<file path="src/rtl/bus_switch_scheduler_if.sv">
// Request-side and switch-side handshakes of bus_switch_scheduler.
// Handshake rule for both channels: a transfer happens in exactly the cycles
// where *_isReady && *_canReceive; the *_isReady side holds its data stable
// until then. On the request side *_canReceive is a one-hot grant per requester.
interface bus_switch_scheduler_if #(
    parameter int N = 4,
    parameter int R = 3
);
    logic [R*2*N-1:0] req_cmd;
    logic [R-1:0]     req_isReady;
    logic [R-1:0]     req_canReceive;
    logic [2*N-1:0]   cmd;
    logic             cmd_isReady;
    logic             cmd_canReceive;

    modport master (
        input  req_cmd, req_isReady, cmd_canReceive,
        output req_canReceive, cmd, cmd_isReady
    );

    modport slave (
        output req_cmd, req_isReady, cmd_canReceive,
        input  req_canReceive, cmd, cmd_isReady
    );
endinterface

</file>
<file path="src/rtl/bus_switch_scheduler.sv">
// Round-robin route scheduler feeding the busSwitch cmd port with endpoint occupancy tracking.
// Defining BUS_SWITCH_SCHEDULER_STATS_EN adds the issue_count and stall_count counters.
module bus_switch_scheduler #(
    parameter int N = 4,
    parameter int R = 3,
    localparam int RW = (R > 1) ? $clog2(R) : 1
) (
    input  logic                   clk,
    input  logic                   rst,
    bus_switch_scheduler_if.master bus,
    input  logic [N*N-1:0]         allowedCMDMask,
    input  logic [N-1:0]           src_done,
    output logic [N-1:0]           busy,
    output logic                   err_drop,
    output logic [RW-1:0]          rrPtr
`ifdef BUS_SWITCH_SCHEDULER_STATS_EN
    ,
    output logic [31:0]            issue_count,
    output logic [31:0]            stall_count
`endif
);
    localparam int CW = 2 * N;
    localparam logic [N-1:0] ONE = {{(N-1){1'b0}}, 1'b1};

    logic [CW-1:0]       cmdReg;
    logic                cmdValid;
    logic [N-1:0]        busyReg;
    logic [N-1:0][N-1:0] routeMap;
    logic [RW-1:0]       rrReg;
    logic                errReg;

    logic [R-1:0][N-1:0] reqSrc;
    logic [R-1:0][N-1:0] reqDst;
    logic [R-1:0]        reqBad;
    logic [R-1:0]        reqEligible;

    // Bad requests are always eligible so they get consumed and reported, even while endpoints are busy.
    always_comb begin
        logic [N-1:0] allowedCol;
        allowedCol = '0;
        reqSrc = '0;
        reqDst = '0;
        reqBad = '0;
        reqEligible = '0;
        for (int r = 0; r < R; r++) begin
            reqSrc[r] = bus.req_cmd[r*CW +: N];
            reqDst[r] = bus.req_cmd[r*CW+N +: N];
            allowedCol = '0;
            for (int t = 0; t < N; t++) begin
                for (int f = 0; f < N; f++) begin
                    allowedCol[t] = allowedCol[t] | (reqSrc[r][f] & allowedCMDMask[t*N+f]);
                end
            end
            reqBad[r] = (reqSrc[r] == '0) || ((reqSrc[r] & (reqSrc[r] - ONE)) != '0) ||
                        (reqDst[r] == '0) || ((reqDst[r] & ~allowedCol) != '0);
            reqEligible[r] = bus.req_isReady[r] &&
                             (reqBad[r] || (((reqSrc[r] | reqDst[r]) & busyReg) == '0));
        end
    end

    logic          canArb;
    logic          grantValid;
    logic [RW-1:0] winner;
    logic [R-1:0]  grant;
    logic [N-1:0]  winSrc;
    logic [N-1:0]  winDst;
    logic          winBad;

    always_comb begin
        int idx;
        idx = 0;
        grantValid = 1'b0;
        winner = '0;
        canArb = !cmdValid || bus.cmd_canReceive;
        for (int k = 0; k < R; k++) begin
            idx = int'(rrReg) + k;
            if (idx >= R) idx = idx - R;
            if (canArb && !grantValid && reqEligible[idx]) begin
                grantValid = 1'b1;
                winner = RW'(idx);
            end
        end
        grant = '0;
        winSrc = '0;
        winDst = '0;
        winBad = 1'b0;
        for (int r = 0; r < R; r++) begin
            if (grantValid && (winner == RW'(r))) begin
                grant[r] = 1'b1;
                winSrc = reqSrc[r];
                winDst = reqDst[r];
                winBad = reqBad[r];
            end
        end
    end

    logic [N-1:0]        setMask;
    logic [N-1:0]        clrMask;
    logic [N-1:0]        busyNext;
    logic [N-1:0][N-1:0] mapNext;

    // Completions are applied first so that a new route's set bits win over a clear.
    always_comb begin
        clrMask = '0;
        setMask = '0;
        mapNext = routeMap;
        for (int s = 0; s < N; s++) begin
            if (src_done[s] && busyReg[s]) begin
                clrMask = clrMask | routeMap[s];
                clrMask[s] = 1'b1;
                mapNext[s] = '0;
            end
        end
        if (grantValid && !winBad) begin
            setMask = winSrc | winDst;
            for (int s = 0; s < N; s++) begin
                if (winSrc[s]) mapNext[s] = winDst;
            end
        end
        busyNext = (busyReg & ~clrMask) | setMask;
    end

    always_ff @(posedge clk) begin
        if (rst) begin
            cmdReg   <= '0;
            cmdValid <= 1'b0;
            busyReg  <= '0;
            routeMap <= '0;
            rrReg    <= '0;
            errReg   <= 1'b0;
        end else begin
            busyReg  <= busyNext;
            routeMap <= mapNext;
            errReg   <= grantValid && winBad;
            if (grantValid) begin
                rrReg <= (int'(winner) == R - 1) ? '0 : RW'(int'(winner) + 1);
            end
            if (grantValid && !winBad) begin
                cmdReg   <= {winDst, winSrc};
                cmdValid <= 1'b1;
            end else if (cmdValid && bus.cmd_canReceive) begin
                cmdValid <= 1'b0;
            end
        end
    end

    busySetClearOverlap: assert property (@(posedge clk) disable iff (rst) (setMask & clrMask) == '0);

`ifdef BUS_SWITCH_SCHEDULER_STATS_EN
    logic [31:0] issueCnt;
    logic [31:0] stallCnt;

    always_ff @(posedge clk) begin
        if (rst) begin
            issueCnt <= '0;
            stallCnt <= '0;
        end else begin
            if (cmdValid && bus.cmd_canReceive) issueCnt <= issueCnt + 32'd1;
            if ((|bus.req_isReady) && !grantValid) stallCnt <= stallCnt + 32'd1;
        end
    end

    assign issue_count = issueCnt;
    assign stall_count = stallCnt;
`endif

    assign bus.req_canReceive = grant;
    assign bus.cmd            = cmdReg;
    assign bus.cmd_isReady    = cmdValid;
    assign busy               = busyReg;
    assign err_drop           = errReg;
    assign rrPtr              = rrReg;
endmodule

</file>
<file path="src/flat_wrapper.sv">
// flat-port wrapper written by rule: the top's interface ports become plain ports
module bus_switch_scheduler_flat 
#(
    parameter int N = 4,
    parameter int R = 3,
    localparam int RW = (R > 1) ? $clog2(R) : 1
)
  (clk, rst, allowedCMDMask, src_done, busy, err_drop, rrPtr, bus_req_cmd, bus_req_isReady, bus_cmd_canReceive, bus_req_canReceive, bus_cmd, bus_cmd_isReady);
  bus_switch_scheduler_if #(.N(N), .R(R)) bus_i ();
  input  logic clk;
  input  logic rst;
  input  logic [N*N-1:0] allowedCMDMask;
  input  logic [N-1:0] src_done;
  output logic [N-1:0] busy;
  output logic err_drop;
  output logic [RW-1:0] rrPtr;
  input wire logic [$bits(bus_i.req_cmd)-1:0] bus_req_cmd;
  input wire logic [$bits(bus_i.req_isReady)-1:0] bus_req_isReady;
  input wire logic [$bits(bus_i.cmd_canReceive)-1:0] bus_cmd_canReceive;
  output wire logic [$bits(bus_i.req_canReceive)-1:0] bus_req_canReceive;
  output wire logic [$bits(bus_i.cmd)-1:0] bus_cmd;
  output wire logic [$bits(bus_i.cmd_isReady)-1:0] bus_cmd_isReady;
  assign bus_i.req_cmd = bus_req_cmd;
  assign bus_i.req_isReady = bus_req_isReady;
  assign bus_i.cmd_canReceive = bus_cmd_canReceive;
  assign bus_req_canReceive = bus_i.req_canReceive;
  assign bus_cmd = bus_i.cmd;
  assign bus_cmd_isReady = bus_i.cmd_isReady;
  bus_switch_scheduler #(.N(N), .R(R)) u_core (.clk(clk), .rst(rst), .bus(bus_i), .allowedCMDMask(allowedCMDMask), .src_done(src_done), .busy(busy), .err_drop(err_drop), .rrPtr(rrPtr));
endmodule
</file>
<file path="config.mk">
export PLATFORM = sky130hd
export DESIGN_NAME = bus_switch_scheduler_flat
export DESIGN_NICKNAME = d
export VERILOG_FILES = /design/src/rtl/bus_switch_scheduler_if.sv /design/src/rtl/bus_switch_scheduler.sv /design/src/flat_wrapper.sv
export SDC_FILE = /design/constraint.sdc
export NUM_CORES = 1
export LEC_CHECK = 0
export CAP_MARGIN = 0
export CORE_UTILIZATION = 51
export CTS_CLUSTER_DIAMETER = 200
export CTS_CLUSTER_SIZE = 8
export DETAILED_ROUTE_END_ITERATION = 7
export PLACE_DENSITY = 0.86
export SYNTH_ARGS = -nofsm -noshare
export SYNTH_HDL_FRONTEND = slang
export SYNTH_SLANG_ARGS = --single-unit
</file>
<file path="constraint.sdc">
create_clock -name clk -period 5.98 [get_ports clk]
set_input_delay 1.196 -clock clk [delete_from_list [all_inputs] [get_ports clk]]
set_output_delay 1.196 -clock clk [all_outputs]
set_load 0.02 [all_outputs]
</file>
# Yosys cells after proc, flatten, opt, wreduce, memory -nomap -nowiden

Cells that the tools add are included.

Register bits after elaboration: 32
Bits of input ports: 50
Output and inout bits: 19
Word-level logic and storage cells: 232

$add $sub $neg: 9
Magnitude comparators: 6
Equal/unequal tests: 3
Muxes and demuxes: 47
Bitwise logic cells: 106
Reduce and logical (&&, ||, !) cells: 52

Operators by type and width:

| kind                  | count |
|---|---|
| $lt 32x4->1 const B   | 3 |
| $mux 32               | 3 |
| $mux 4                | 19 |
| $ge 32x3->1 const B   | 2 |
| $sub 32x3->32 const B | 2 |
| $and 1x1->1           | 48 |
| $and 4x4->4           | 10 |
| $logic_not 4->1       | 9 |
| $or 1x1->1            | 36 |
| $or 4x4->4            | 7 |
| $reduce_bool 4->1     | 6 |
| $logic_and 1x1->1     | 18 |
| $mux 1                | 17 |
| $mux 16               | 1 |
| $not 4->4             | 4 |
| $logic_or 1x1->1      | 13 |
| $sub 4x1->4 const B   | 3 |
| $mux 2                | 4 |
| $bmux 1 s2            | 3 |
| $eq 2x2->1 const B    | 2 |
| $logic_not 1->1       | 4 |
| $add 2x1->3 const B   | 1 |
| $add 2x2->3 const B   | 1 |
| $or 3x3->3            | 1 |
| 6 further kinds       | 6 |

# Depth between registers and ports, before layout

Depth after elaboration: 32
Mapped depth: 13
Gate-level depth less buffers: 10

# Least setup slack after synthesis

No wires, ideal clock.

Path kind: input to output
From: input bus_req_cmd[8]
To: output bus_req_canReceive[0]
Arrival time: 3.306 ns
Data required time: 4.784 ns
Slack: 1.478 ns
Stages on the path: 10
Path buffers: 2
Cells stage by stage: buf_6 > a222oi_1 > and3_1 > a31oi_1 > a41o_1 > o221ai_1 > o2111ai_1 > or4_1 > buf_4 > inv_1

Word-level cells in the longest chain between the ends: 26
Elaborated cells on any way between the ends: 56
Classes of those cells: add/sub: 1; mux: 16; bitwise: 21; reduce/logical: 18

Ends and longest elaborated chain:

| what                                                | line                       | text |
|---|---|---|
| from (decl)                                         | flat_wrapper.sv:17         | `input wire logic [$bits(bus_i.req_cmd)-1:0] bus_req_cmd;` |
| branches (longest 8 deep; another with $sub 4x1->4) | -                          |  |
| $logic_or 1x1->1 *                                  | bus_switch_scheduler.sv:57 | `(reqBad[r] \|\| (((reqSrc[r] \| reqDst[r]) & busyReg) == '0));` |
| $logic_and 1x1->1 *                                 | bus_switch_scheduler.sv:56 | `reqEligible[r] = bus.req_isReady[r] &&` |
| $bmux 1 s2                                          | bus_switch_scheduler.sv:78 | `if (canArb && !grantValid && reqEligible[idx]) begin` |
| $mux 1 (not written as such) (2 in a row)           | bus_switch_scheduler.sv:78 |  |
| $logic_and 1x1->1                                   | bus_switch_scheduler.sv:78 |  |
| $mux 1                                              | bus_switch_scheduler.sv:78 |  |
| $logic_not 1->1                                     | bus_switch_scheduler.sv:78 |  |
| $logic_and 1x1->1 (2 in a row)                      | bus_switch_scheduler.sv:78 |  |
| $mux 1                                              | bus_switch_scheduler.sv:78 |  |
| $logic_not 1->1                                     | bus_switch_scheduler.sv:78 |  |
| $logic_and 1x1->1 (2 in a row)                      | bus_switch_scheduler.sv:78 |  |
| $mux 2                                              | bus_switch_scheduler.sv:78 |  |
| $logic_not 2->1                                     | bus_switch_scheduler.sv:88 | `if (grantValid && (winner == RW'(r))) begin` |
| $logic_and 1x1->1 *                                 | bus_switch_scheduler.sv:88 |  |
| $mux 1 *                                            | bus_switch_scheduler.sv:88 |  |
| to (decl)                                           | flat_wrapper.sv:20         | `output wire logic [$bits(bus_i.req_canReceive)-1:0] bus_req_canReceive;` |

Every way passes the cells marked *. The select of a mux whose other input is x is not followed.

# Worst setup path after layout

Ends and elaborated chain as after synthesis.

==> impl_metrics.csv <==
group,metric,value,unit
placed_design,hpwl_after_detailed_placement,5410,um
floorplan,die_area,4790,sq um
global_route,grt_first_pass_wirelength,11500,um
pwr,switching_share,46.0,%
finish,drive_gt1_share,6.92,%
timing,unrepaired_setup_endpoints_after_global_routing,"false",
pwr,net-switching-power,0.521,mW
placed_design,post_dp_cell_area,2950,sq um
pwr,cell_internal_pwr,0.611,mW
worst_setup_path,crit_path_max_fanout,10,
finish,num-fill-cells,344,
clock_network,cts_hold_buffers,0,
clock_network,sinks_on_clock_net,28,
worst_setup_path,critPathArrivalTime,4.55,ns
clock_network,cts-resized-gates,0,
pwr,clockPowerShare,8.8,%
synthesis,synth_largest_area_cell,"sky130_fd_sc_hd__dfxtp_1",
clock_network,post_cts_buffers,0,
worst_setup_path,crit_path_start,"bus_req_cmd[8]",
clock_network,cts.root.buffer_cell,"sky130_fd_sc_hd__clkbuf_8",
synthesis,synth_ff_type,"sky130_fd_sc_hd__dfxtp_1",
timing,timing.final.max_slew_violations,0,
pwr,pwr-share-comb,65.0,%
floorplan,die_h,69.2,um
pwr,seq_power_share,26.2,%
clock_network,ctsLongestPathBuffers,2,
timing,clock-skew-final,0.00145,ns
clock_network,cts-htree-levels,1,
worst_setup_path,timing.critical_path.required,4.78,ns
outcome,status,"completed",
route,vias_per_cell,6.48,
clock_network,cts.reportedPaths.clkPinSlew,0.08,ns
timing,totalNegativeSetupSlack,0,ns
synthesis,ys_async_sr_fraction,0,%
synthesis,syn-mean-instance-area,7.80,sq um
synthesis,synth_nets,347,
placed_design,place.gp.congestion,1.01,
hold_path,worstHoldPathType,"reg -> reg",
global_route,grt_max_degree,33,
timing,post-route-period-util,96.1,%
timing,max_freq,0.174,GHz
floorplan,standard_cell_core_area,4350,sq um
timing,report.final.setup_viol,0,
global_route,grt_pass1_vias,2242,
worst_setup_path,crit-reg2reg-launch,"u_core.busy[0]",
synthesis,seq_area_frac_synth,24.3,%
synthesis,synth_edf_count,0,
global_route,global_route.usage.total,29.1,%
route,drt.antenna.violating_nets,0,
clock_network,cts_inserted_buffers,3,
finish,finish.net_count,401,
synthesis,postSynthCellCount,295,
finish,postLayoutCellArea,2990,sq um
timing,timing.max_slew.rel_slack,37.2,%
worst_setup_path,worstSetupEndpointType,"output port",
pwr,vdd_ir_drop_max,256,uV
timing,final_critical_delay_including_setup_and_external_delays,5.75,ns
pwr,cellLeakagePower,1.12,nW
floorplan,ioPinCount,69,
floorplan,dieWidth,69.2,um
synthesis,synth_seq_cells,28,
route,drt_first_iter_violations,295,
timing,finalHoldViolations,0,
clock_network,tritoncts,"built",
pwr,power_density,378,nW/um^2
finish,multi_input_area,1550,sq um
placed_design,place.port_buffers,68,
synthesis,synth.area.top_cells,"sky130_fd_sc_hd__dfxtp_1 (24%), sky130_fd_sc_hd__mux2i_1 (7.8%), sky130_fd_sc_hd__a222oi_1 (5.2%)",
route,drt-total-wl,7070,um
floorplan,initial_core_util,52.9,%
route,dr.pass1.iters,6,
hold_path,hold_path.startpoint,"u_core.bus.cmd[3]",
synthesis,yosysUniqueCellTypes,49,
route,via_count,2584,
worst_setup_path,cp-start-kind,"primary input",
worst_setup_path,setup.worst_path.class,"in -> out",
route,routed_wire_length_per_instance,17.7,um
clock_network,insertion_delay,0.27,ns
finish,diodes,0,
global_route,grt.overflow.total,0,
route,drcViolationCount,0,
finish,regArea,561,sq um
synthesis,syn_area,2300,sq um
floorplan,cell_rows,24,
timing,worst_slew_pin_slew,0.938,ns
finish,area_delta_synth_final,29.9,%
global_route,grt_antenna_before_repair,0,
timing,hold_ws,0.479,ns
synthesis,yosys.area.top_type_share,24.3,%
job,drv.max_cap_violation_count,0,
synthesis,synth_warnings,0,
cells in the final DEF, fill, tap and decap left out, drive strengths merged, types with 5 or more instances in the layout:
cell type,count
clkdlybuf4s50,68
nand2,35
dfxtp,28
mux2i,18
o21ai,18
nor2,17
inv,16
nand3,15
a21oi,14
a222oi,12
nand3b,12
nand2b,10
o211ai,9
a22oi,8
nand4,5
cell type report:
cell class,count,share of cell area [%]
multi-input combinational,228,51.9
timing repair buffer,72,23.8
sequential,28,18.7
tap,52,2.17
inverter,16,2.01
clock buffer,3,1.38
power groups by stage:
stage	clock network (mW)	logic (mW)	registers, mW
floorplan	0	0.452	0.335
global placement	0	0.713	0.297
detailed placement	0	0.726	0.297
CTS	0.102	0.729	0.294
global route	0.107	0.793	0.303
finish	0.0993	0.736	0.296
logic make-up (layout without fill, tap and decap cells):
logic type | count (synthesis) | in the layout | synth area share [%]
adders and majority gates | 2 | 2 | 1.09
DFF | 28 | 28 | 24.3
muxes | 18 | 18 | 7.83
xor gates and xnor gates | 3 | 3 | 1.14
and+or+nand+nor | 121 | 121 | 28.6
buffers and inverters | 39 | 91 | 8.15
AOI/OAI and AO/OA | 84 | 84 | 28.9
final timing paths:
| path | endpoint | slack, ns | cells after the start |
|---|---|---|---|
| worst max-delay path | bus_req_canReceive[0] | 0.23 | 10 |
| worst min register to register | u_core.bus.cmd[3] | 0.48 | 2 |
| worst max register to register | u_core.routeMap[14] | 2.88 | 11 |
| worst min-delay path | u_core.bus.cmd[3] | 0.48 | 2 |
routing by layer:
| layer | part of all wire [%] | vias up | track usage (%) |
|---|---|---|---|
| met4 | 0.51 | 0 | 2.95 |
| met5 | 0 | - | 0 |
| met1 | 44 | 1191 | 43.5 |
| met2 | 46 | 158 | 45.7 |
| met3 | 9.5 | 7 | 4.51 |
| li1 | - | 1228 | - |
registers in the layout (all words and copies together), names as in the netlist:
name	flops
u_core.routeMap	12
u_core.busy	4
u_core.bus.cmd_isReady	1
u_core.rrPtr	2
u_core.err_drop	1
u_core.bus.cmd	8
metrics by stage:
step / total power [mW] / setup WS [ns] / instances / util, %
after floorplan: 0.787 / 1.48 / 295 / -
after global placement: 1.01 / 0.375 / 396 / 67.8
after detailed placement: 1.02 / 0.276 / 396 / 67.8
after CTS: 1.12 / 0.267 / 399 / 68.7
after global routing: 1.20 / 0.0136 / 399 / 68.7
final: 1.13 / 0.235 / 399 / 68.7
synthesized netlist by cell type, types with 10 or more instances:
master	n
sky130_fd_sc_hd__nand2_1	31
sky130_fd_sc_hd__dfxtp_1	28
sky130_fd_sc_hd__mux2i_1	18
sky130_fd_sc_hd__inv_1	16
sky130_fd_sc_hd__nor2_1	16
sky130_fd_sc_hd__nand3_1	15
sky130_fd_sc_hd__a21oi_1	14
sky130_fd_sc_hd__o21ai_0	13
sky130_fd_sc_hd__a222oi_1	12
sky130_fd_sc_hd__nand3b_1	12
sky130_fd_sc_hd__clkbuf_1	11
sky130_fd_sc_hd__nand2b_1	10
worst max-delay path, stage by stage:
cell	delay, ns
sky130_fd_sc_hd__clkdlybuf4s50_1	0.62
sky130_fd_sc_hd__nor4b_1	0.25
sky130_fd_sc_hd__a211oi_1	0.36
sky130_fd_sc_hd__nor2_2	0.11
sky130_fd_sc_hd__a41o_1	0.32
sky130_fd_sc_hd__a41oi_1	0.23
sky130_fd_sc_hd__o2111ai_1	0.28
sky130_fd_sc_hd__or4_1	0.49
sky130_fd_sc_hd__inv_1	0.08
sky130_fd_sc_hd__clkdlybuf4s50_1	0.60
(Power assumes the default switching activity.)
